[src/rtl/serial_pkg.sv]
// Shared types and constants for the serial receive FIFO and its XON/XOFF flow control.
package serial_pkg;

    typedef logic [7:0] byte_t;

    typedef enum logic [1:0] {
        RUN       = 2'd0,
        SEND_XOFF = 2'd1,
        HOLD      = 2'd2,
        SEND_XON  = 2'd3
    } flow_state_t;

    localparam byte_t XON_DEFAULT  = 8'h11;
    localparam byte_t XOFF_DEFAULT = 8'h13;

    // Tx holding register payload; flow marks a flow-control character versus an echoed byte.
    typedef struct packed {
        logic  flow;
        byte_t data;
    } tx_word_t;

endpackage

[src/rtl/serial_rx_fifo_byte_fifo.sv]
// First-word-fall-through byte FIFO with a registered head byte, occupancy level and drop detection.
module byte_fifo
    import serial_pkg::*;
#(
    parameter  int unsigned DEPTH = 64,
    localparam int unsigned AW    = $clog2(DEPTH),
    localparam int unsigned LW    = AW + 1
) (
    input  logic          clk,
    input  logic          rst_n,
    input  logic          wr_en,
    input  byte_t         wr_data,
    input  logic          rd_en,
    output byte_t         rd_data,
    output logic          valid,
    output logic [LW-1:0] level,
    output logic          push_c,
    output logic          drop_c
);

    byte_t         mem [DEPTH];
    logic [AW-1:0] wr_ptr;
    logic [AW-1:0] rd_ptr;
    logic [AW-1:0] wr_ptr_n;
    logic [AW-1:0] rd_ptr_n;
    logic [LW-1:0] level_n;
    logic [LW-1:0] level_after_pop;
    logic          pop;
    logic          full;
    byte_t         head_n;

    // Accept/drop decision and the head byte the output register will show next cycle.
    always_comb begin
        full            = (level == LW'(DEPTH));
        pop             = valid & rd_en;
        push_c          = wr_en & (~full | pop);
        drop_c          = wr_en & full & ~pop;
        rd_ptr_n        = rd_ptr + AW'(pop);
        wr_ptr_n        = wr_ptr + AW'(push_c);
        level_after_pop = level - LW'(pop);
        level_n         = level_after_pop + LW'(push_c);
        head_n          = rd_data;
        if (push_c && (level_after_pop == '0)) begin
            head_n = wr_data;
        end else if (level_n != '0) begin
            head_n = mem[rd_ptr_n];
        end
    end

    always_ff @(posedge clk) begin
        if (push_c) begin
            mem[wr_ptr] <= wr_data;
        end
    end

    always_ff @(posedge clk or negedge rst_n) begin
        if (!rst_n) begin
            wr_ptr  <= '0;
            rd_ptr  <= '0;
            level   <= '0;
            rd_data <= '0;
            valid   <= 1'b0;
        end else begin
            wr_ptr  <= wr_ptr_n;
            rd_ptr  <= rd_ptr_n;
            level   <= level_n;
            rd_data <= head_n;
            valid   <= (level_n != '0);
        end
    end

endmodule

[src/rtl/serial_rx_fifo.sv]
// UART receive buffer with XON/XOFF flow control toward the host transmitter.
// Define SERIAL_RX_FIFO_ECHO_EN to also echo accepted bytes on the tx port below flow-char priority.
module serial_rx_fifo
    import serial_pkg::*;
#(
    parameter  int unsigned DEPTH     = 64,
    parameter  int unsigned HI_WM     = 48,
    parameter  int unsigned LO_WM     = 16,
    parameter  byte_t       XON_CHAR  = XON_DEFAULT,
    parameter  byte_t       XOFF_CHAR = XOFF_DEFAULT,
    localparam int unsigned LW        = $clog2(DEPTH) + 1
) (
    input  logic          i_clk,
    input  logic          i_rst_n,
    input  logic [7:0]    i_rx_data,
    input  logic          i_rx_valid,
    output logic [7:0]    o_data,
    output logic          o_valid,
    input  logic          i_ready,
    output logic [7:0]    o_tx_data,
    output logic          o_tx_valid,
    input  logic          i_tx_ready,
    output logic [LW-1:0] o_level,
    output logic          o_overflow,
    input  logic          i_clr_overflow
);

    flow_state_t   state_q;
    flow_state_t   state_n;
    logic          flow_loaded_q;
    logic          flow_loaded_n;
    tx_word_t      tx_q;
    tx_word_t      tx_n;
    logic          tx_valid_q;
    logic          tx_valid_n;
    logic          tx_fire;
    logic          flow_done;
    logic          can_load;
    logic          overflow_q;
    logic [LW-1:0] level;
    logic          push;
    logic          drop;
`ifdef SERIAL_RX_FIFO_ECHO_EN
    byte_t         echo_data_q;
    byte_t         echo_data_n;
    logic          echo_valid_q;
    logic          echo_valid_n;
`endif

    byte_fifo #(
        .DEPTH (DEPTH)
    ) u_fifo (
        .clk     (i_clk),
        .rst_n   (i_rst_n),
        .wr_en   (i_rx_valid),
        .wr_data (i_rx_data),
        .rd_en   (i_ready),
        .rd_data (o_data),
        .valid   (o_valid),
        .level   (level),
        .push_c  (push),
        .drop_c  (drop)
    );

    // Flow FSM next state and tx register load; each SEND state loads its character exactly once.
    always_comb begin
        state_n       = state_q;
        flow_loaded_n = flow_loaded_q;
        tx_n          = tx_q;
        tx_valid_n    = tx_valid_q & ~i_tx_ready;
        tx_fire       = tx_valid_q & i_tx_ready;
        flow_done     = tx_fire & tx_q.flow;
        can_load      = ~tx_valid_q | i_tx_ready;
`ifdef SERIAL_RX_FIFO_ECHO_EN
        echo_valid_n  = echo_valid_q;
        echo_data_n   = echo_data_q;
`endif

        case (state_q)
            RUN:       if (level >= LW'(HI_WM)) state_n = SEND_XOFF;
            SEND_XOFF: if (flow_done)           state_n = HOLD;
            HOLD:      if (level <= LW'(LO_WM)) state_n = SEND_XON;
            SEND_XON:  if (flow_done)           state_n = RUN;
            default:                            state_n = RUN;
        endcase

        if (can_load) begin
            if (((state_q == SEND_XOFF) || (state_q == SEND_XON)) && !flow_loaded_q) begin
                tx_n.flow     = 1'b1;
                tx_n.data     = (state_q == SEND_XOFF) ? XOFF_CHAR : XON_CHAR;
                tx_valid_n    = 1'b1;
                flow_loaded_n = 1'b1;
            end
`ifdef SERIAL_RX_FIFO_ECHO_EN
            else if (echo_valid_q) begin
                tx_n.flow    = 1'b0;
                tx_n.data    = echo_data_q;
                tx_valid_n   = 1'b1;
                echo_valid_n = 1'b0;
            end
`endif
        end

`ifdef SERIAL_RX_FIFO_ECHO_EN
        // A byte arriving while the echo slot is occupied is stored but not echoed.
        if (push && !echo_valid_q) begin
            echo_valid_n = 1'b1;
            echo_data_n  = i_rx_data;
        end
`endif

        if (state_n != state_q) begin
            flow_loaded_n = 1'b0;
        end
    end

    always_ff @(posedge i_clk or negedge i_rst_n) begin
        if (!i_rst_n) begin
            state_q       <= RUN;
            flow_loaded_q <= 1'b0;
            tx_q          <= '0;
            tx_valid_q    <= 1'b0;
        end else begin
            state_q       <= state_n;
            flow_loaded_q <= flow_loaded_n;
            tx_q          <= tx_n;
            tx_valid_q    <= tx_valid_n;
        end
    end

`ifdef SERIAL_RX_FIFO_ECHO_EN
    always_ff @(posedge i_clk or negedge i_rst_n) begin
        if (!i_rst_n) begin
            echo_valid_q <= 1'b0;
            echo_data_q  <= '0;
        end else begin
            echo_valid_q <= echo_valid_n;
            echo_data_q  <= echo_data_n;
        end
    end
`endif

    // Sticky overflow; a drop in the same cycle as a clear keeps it set.
    always_ff @(posedge i_clk or negedge i_rst_n) begin
        if (!i_rst_n) begin
            overflow_q <= 1'b0;
        end else if (drop) begin
            overflow_q <= 1'b1;
        end else if (i_clr_overflow) begin
            overflow_q <= 1'b0;
        end
    end

    assign o_tx_data  = tx_q.data;
    assign o_tx_valid = tx_valid_q;
    assign o_level    = level;
    assign o_overflow = overflow_q;

endmodule

[config.mk]
export PLATFORM = sky130hd
export DESIGN_NAME = serial_rx_fifo
export DESIGN_NICKNAME = d
export VERILOG_FILES = /design/src/rtl/serial_pkg.sv /design/src/rtl/serial_rx_fifo_byte_fifo.sv /design/src/rtl/serial_rx_fifo.sv
export SDC_FILE = /design/constraint.sdc
export NUM_CORES = 1
export LEC_CHECK = 0
export ABC_AREA = 1
export BUFFER_PORTS_ARGS = -buffer_cell sky130_fd_sc_hd__buf_2
export CORE_AREA = 2 2 208 210
export CTS_CLUSTER_SIZE = 24
export DETAILED_ROUTE_END_ITERATION = 8
export DIE_AREA = 0 0 210 212
export PLACE_DENSITY = 0.7
export SYNTH_ARGS = -nofsm -noshare
export SYNTH_HDL_FRONTEND = slang
export SYNTH_HIERARCHICAL = 1
export SYNTH_SLANG_ARGS = --single-unit
[constraint.sdc]
create_clock -name i_clk -period 3.6 [get_ports i_clk]
set_input_delay 0.72 -clock i_clk [delete_from_list [all_inputs] [get_ports i_clk]]
set_output_delay 0.72 -clock i_clk [all_outputs]
set_load 0.02 [all_outputs]
Word-level counts from Yosys, hierarchy flattened:

Memory sizes are Yosys's and may differ from the RTL's.
Cells that the tools add are included.

* register bits: 42
* bits in latches: 0
* memory bits (writable): 512
* ROM bits: 0
* input bits: 14
* output and inout port bits: 26
* word-level logic and storage cells: 66
* memories kept: 1

Memory list
* u_fifo.mem: depth 64, bits a word 8, read ports 1, clocked after Yosys merged registers in 0, write ports 1, RTL line serial_rx_fifo_byte_fifo.sv:21 `byte_t mem [DEPTH];`

* $add $sub $neg: 4
* multipliers: 0
* div/mod/pow operators: 0
* $lt $le $gt $ge: 2
* eq/ne operators: 5
* shift operators: 0
* mux-type cells: 17
* bitwise logic cells: 13
* reductions and logical operators: 13

Operators by type and width (count)
* 8-bit 2-to-1 mux: 2
* 6-bit by 1-bit adder with 6-bit output: 2
* 2-bit 2-to-1 mux: 5
* 1-bit 2-to-1 mux: 9
* 2-bit case mux with 4 select lines: 1
* 2-bit nonzero test: 4
* 7-bit by 1-bit adder with 7-bit output: 1
* 1-bit bitwise AND: 7
* 7-bit equality test, second input constant: 1
* 7-bit by 6-bit greater-or-equal comparator with 1-bit output, second input constant: 1
* 7-bit by 5-bit <= comparator with 1-bit output, second input constant: 1
* 7-bit logical NOT: 1
* 7-bit nonzero test: 1
* 7-bit by 1-bit subtractor with 7-bit output: 1
* 2-bit equality test, second input constant: 2
* 1-bit inverter: 4
* 2-bit AND reduction: 2
* 2-bit by 1-bit equality test with 1-bit output, second input constant: 1
* 1-bit logical AND: 2
* 2-bit logical NOT: 1
* 2-bit inequality test: 1
* 1-bit OR: 2
* 1-bit logical NOT: 1
* 1-bit logical OR: 1

Logic depth before layout (Yosys ltp):

* depth in word-level cells: 8
* depth in mapped cells: 20
* mapped depth without buffers: 20

Modules after synthesis:

The synthesis kept the hierarchy.

Modules (own cells, without submodules)
* byte_fifo: instances 1, cells an instance 2051, area each 22545.4 µm², sequential area each 16075.4 µm²
* serial_rx_fifo: instances 1, cells an instance 49, area each 389.1 µm², sequential area each 175.2 µm²

Worst setup path before layout:

Ideal clock, no wire load.

* kind: input to register
* start point: in i_ready
* end point: reg u_fifo.rd_data[0]
* library setup time: 0.065 ns
* data arrival time: 2.784 ns
* required time: 3.535 ns
* setup slack: 0.751 ns
* stages: 17
* path buffers: 0
* cells stage by stage: nand2_1 > inv_1 > nor3_1 > nand3_1 > nand2_1 > clkinv_1 > ha_1 > ha_1 > nor2_1 > nand3_1 > nor2_1 > nand2_1 > nor2_1 > nand3_2 > inv_1 > nand2_1 > nand2_1

* word-level cells in the longest chain between the ends: 6
* elaborated cells between the ends (all ways): 13
* those cells by class: add/sub: 3; mux: 2; bitwise: 3; reduce/logical: 4; memory: 1

Ends and longest elaborated chain
* start: declaration: RTL line serial_rx_fifo.sv:19 `input logic i_ready,`
* 1-bit bitwise AND: RTL line serial_rx_fifo_byte_fifo.sv:35 `pop = valid & rd_en;`
* 1-bit OR: RTL line serial_rx_fifo_byte_fifo.sv:36 `push_c = wr_en & (~full | pop);`
* 1-bit bitwise AND: RTL line serial_rx_fifo_byte_fifo.sv:36
* named net push: RTL line serial_rx_fifo.sv:41 `logic push;`
* 7-bit by 1-bit adder with 7-bit output: RTL line serial_rx_fifo_byte_fifo.sv:41 `level_n = level_after_pop + LW'(push_c);`
* named net u_fifo.level_n[1]: RTL line serial_rx_fifo_byte_fifo.sv:26 `logic [LW-1:0] level_n;`
* 7-bit nonzero test: RTL line serial_rx_fifo_byte_fifo.sv:45 `end else if (level_n != '0) begin`
* 2-bit nonzero test (no line)
* end signal: assignment: RTL line serial_rx_fifo_byte_fifo.sv:67 `rd_data <= head_n;`
* end: declaration: RTL line serial_rx_fifo_byte_fifo.sv:14 `output byte_t rd_data,`

The timed path passes the listed nets, and every way through them passes these cells. The select of a mux whose other input is x is not followed.
A chain may end at the register's enable or synchronous reset.

Worst setup path after layout:

* start point: reg u_fifo.level[2]
* end point: reg u_fifo.rd_data[0]

* word-level cells in the longest chain between the ends: 7
* elaborated cells between the ends (all ways): 11
* those cells by class: add/sub: 2; eq/ne: 1; mux: 1; bitwise: 3; reduce/logical: 4

Ends and longest elaborated chain
* start: declaration: RTL line serial_rx_fifo_byte_fifo.sv:16 `output logic [LW-1:0] level,`
* start signal: assignment: RTL line serial_rx_fifo_byte_fifo.sv:66 `level <= level_n;`
* 7-bit equality test: RTL line serial_rx_fifo_byte_fifo.sv:34 `full = (level == LW'(DEPTH));`
* 1-bit inverter: RTL line serial_rx_fifo_byte_fifo.sv:36
* 1-bit OR: RTL line serial_rx_fifo_byte_fifo.sv:36
* 1-bit bitwise AND: RTL line serial_rx_fifo_byte_fifo.sv:36
* named net push: RTL line serial_rx_fifo.sv:41
* 7-bit by 1-bit adder with 7-bit output: RTL line serial_rx_fifo_byte_fifo.sv:41
* named net u_fifo.level_n[1]: RTL line serial_rx_fifo_byte_fifo.sv:26
* 7-bit nonzero test: RTL line serial_rx_fifo_byte_fifo.sv:45
* 2-bit nonzero test (no line)

The timed path passes the listed nets, and every way through them passes these cells.

==> run metrics <==
worst hold-check path type in2async; post-route total power ~23 mW; maximum capacitance violations 0; hold violation total from the final report 0; GP Congestion about 0.86; sequential standard cell area approximately 16000 sq um; top cells by count, synth nand2_1 (572), edfxtp_1 (512), nor2_1 (338); GRT Residual Overflow 0; adder-cell share of the synthesized area less than 1%; number of post-CTS setup repair buffers 0; share of synthesized area spent on multiplexers 0%; leading cell type by number of instances after synthesis nand2_1; I/O pins 40; area share of the largest cell type after synthesis 67.0%; violation count after the first detailed-route iteration approximately 2200; post-route core utilization about three fifths; fraction of the mapped netlist area in compound gates around 3.0%; # diodes 0; share of total power in sequential cells about a third; maximum fanout along the worst path 9; Die Span Y roughly 210 microns; Combinational Power Share between 40 and 50%; area enclosed by the die boundary roughly 45000 sq um; total negative slack for setup checks 0 ns; wire length per cell 20.1 microns; max-slew violation count 0; depth of the CTS H-tree 2; status finished, final reports clean; vias per inst between 5 and 6; critical path buffer and inverter count 2; global-route total usage across every layer between 20% and 30%; worst skew pair latency around 0.60 ns; post-cts repair resize count 0; DRC errors left 0; nets between 2000 and 2500; global-route wire length before repair between 80000 and 90000 microns; Crit Path Category reg2reg; simple-gate share of the synthesized area 21.8%; Reg clk slew, reported paths approximately 0.060 ns; max incr delay on CP 0.46 ns; post-route cell area around 26000 sq um; async set or reset register ratio after synthesis under 10%; cell types with the largest area share after synthesis edfxtp_1 (67%), nand2_1 (9.4%), nand3_1 (6.2%), nor2_1 (5.5%), dfrtp_1 (3.8%); post-route clock period utilization between 80% and 90%; Hold Slack about 0.22 ns; kind of cell adding the most delay to the critical path simple AND/OR/NAND/NOR gates; total area of multi-input combinational cells approximately 6000 sq um; Initial DRT Pass Iterations 6; instance area at placement about 24000 sq um; fmax 0.342 GHz; Slowest-stage cell, CP dfrtp_1; NetSw around 9.7 mW; horizontal extent of the die between 200 and 250 microns; fraction of the yosys area taken by sequential cells a little under three quarters; Post-Route WL around 55000 microns; TritonCTS clock tree done; post-synthesis instance area approximately 23000 sq um; cell chain of the critical path nor2_1, and2_1, nand3_1, nand2_1, clkinv_1, ha_1, ha_1, nor2_1, nand3_1, nor2_1, nand2_1, nor2_1, nand3_2, inv_1, nand2_1, nand2_1; maximum number of pins on one net before global-route repair between 100 and 150; synthesis-to-finish area growth 12.4%; setup slack of the critical path after layout 0.678 ns; final-layout fill cell count 3316; parity-gate share of the synthesized area counting xor and xnor cells 0.447%; number of global-route vias before repair about 15000; minimum setup slack after placement roughly 0.36 ns; Detail Route Antenna Nets 0; total number of vias approximately 16000; area of the placeable core 42500 sq um; net switching fraction of the power between 40% and 50%; unrepaired setup endpoints after global routing false; per-instance average area after synthesis 10.9 sq um; internal power between 10 and 15 mW; total number of placement rows 76; Min Clock Period, post-route around 2.9 ns; transition time of the tightest slew-check pin approximately 1.0 ns; EDFF count, synth ~500; post-route non-filler standard cell count approximately 2800; post-placement cell count around 2700; headroom to the max-slew limit 32.8%; starting density of the core between 50% and 60%; register bit total from synthesis 547; Power Density about 900 nW/um^2; CP Data Required Time slightly above 4 ns; CTS Hold Buffers Added 0; Detailed Place HPWL ~34000 microns; number of standard cells after synthesis 2100; kind of launch point of the worst setup path flip-flop; clock share of power 22.5%; count of distinct cell types in the synthesized netlist 34; standby leakage power 9.73 nW; number of antenna violations at the first check in global routing 0; total CTS buffers 54; Max Buffers Root-to-Sink 3; share of post-route cells with drive strength above 1 9.52%; CP arrival approximately 3.5 ns; YS warnings 6; Clock Skews about 0.019 ns; combinational family with the most area after synthesis simple AND/OR/NAND/NOR gates; element type at the critical path end flip-flop; cell type contributing the most total cell area after synthesis edfxtp_1; sinks on the clock net between 500 and 600; Post-synth top flop edfxtp_1; IR drop worst, VDD around 0.8 mV; root buffer cell clkbuf_16; Final setup violation count 0; Port Buffer Count 34
logic make-up after synthesis:
| kind of cell | count (synthesis) |
|---|---|
| other | 1 |
| adders and majority gates | 9 |
| xor gates and xnor gates | 10 |
| DFF | 547 |
| buffers and inverters | 179 |
| AOI/OAI and AO/OA | 135 |
| and+or+nand+nor | 1219 |
power by group through the flow:
stage	Sequential, mW	Combinational (mW)	Clock [mW]
finish	7.66	10.3	5.23
global placement	7.77	9.99	0
floorplan	7.81	6.74	0
CTS	7.66	10.2	5.31
global route	7.70	11.4	5.57
detailed placement	7.79	10.2	0
metal layers:
metal  vias to the layer above  global-route usage, %  part of all wire, %
met1                      7494                   35.9                   42
li1                       7293                      -                    -
met4                         0                   8.78                  3.0
met3                        93                   4.37                  8.4
met2                       680                   39.4                   47
met5                         -                      0                    0
flip-flops by register name, summed over array words and instances, names as in the netlist, 2 cells and up:
name and count:
o_tx_data 2, state_q 2, u_fifo/level 7, u_fifo/mem 512, u_fifo/rd_data 8, u_fifo/rd_ptr 6
u_fifo/wr_ptr 6
layout by cell type (no fill, tap or decap), types with 5 or more instances in the layout:
master / n
clkinv_2: 12
nand2_1: 572
ha_1: 7
o21ai_0: 131
dfrtp_1: 35
nand3_1: 283
conb_1: 5
edfxtp_1: 512
clkbuf_16: 55
nand4_1: 9
or2_1: 7
clkbuf_1: 13
clkinv_1: 12
buf_12: 15
inv_1: 59
nor2_1: 338
buf_2: 34
xor2_1: 5
buf_4: 69
path summary, 6_finish.rpt:
check                                 from           endpoint  slack, ns  cells past startpoint
max reg2reg                u_fifo/level[2]  u_fifo/rd_data[0]       0.68                     16
max in group asynchronous          i_rst_n         state_q[1]       2.88                      1
min in group i_clk          i_clr_overflow         o_overflow       0.31                      2
min reg2reg                  flow_loaded_q         o_tx_valid       0.49                      1
max                        u_fifo/level[2]  u_fifo/rd_data[0]       0.68                     16
min                                i_rst_n         o_overflow       0.22                      1
area by class of cell:
class / count / area share, %
Multi-Input combinational cell: 1378 / 23.2
Clock inverter: 30 / 0.786
Clock buffer: 68 / 5.53
Sequential cell: 547 / 63.0
Tap cell: 546 / 2.65
Timing Repair Buffer: 118 / 3.83
Inverter: 65 / 0.975
No activity file was read; power rests on OpenSTA's default activity.
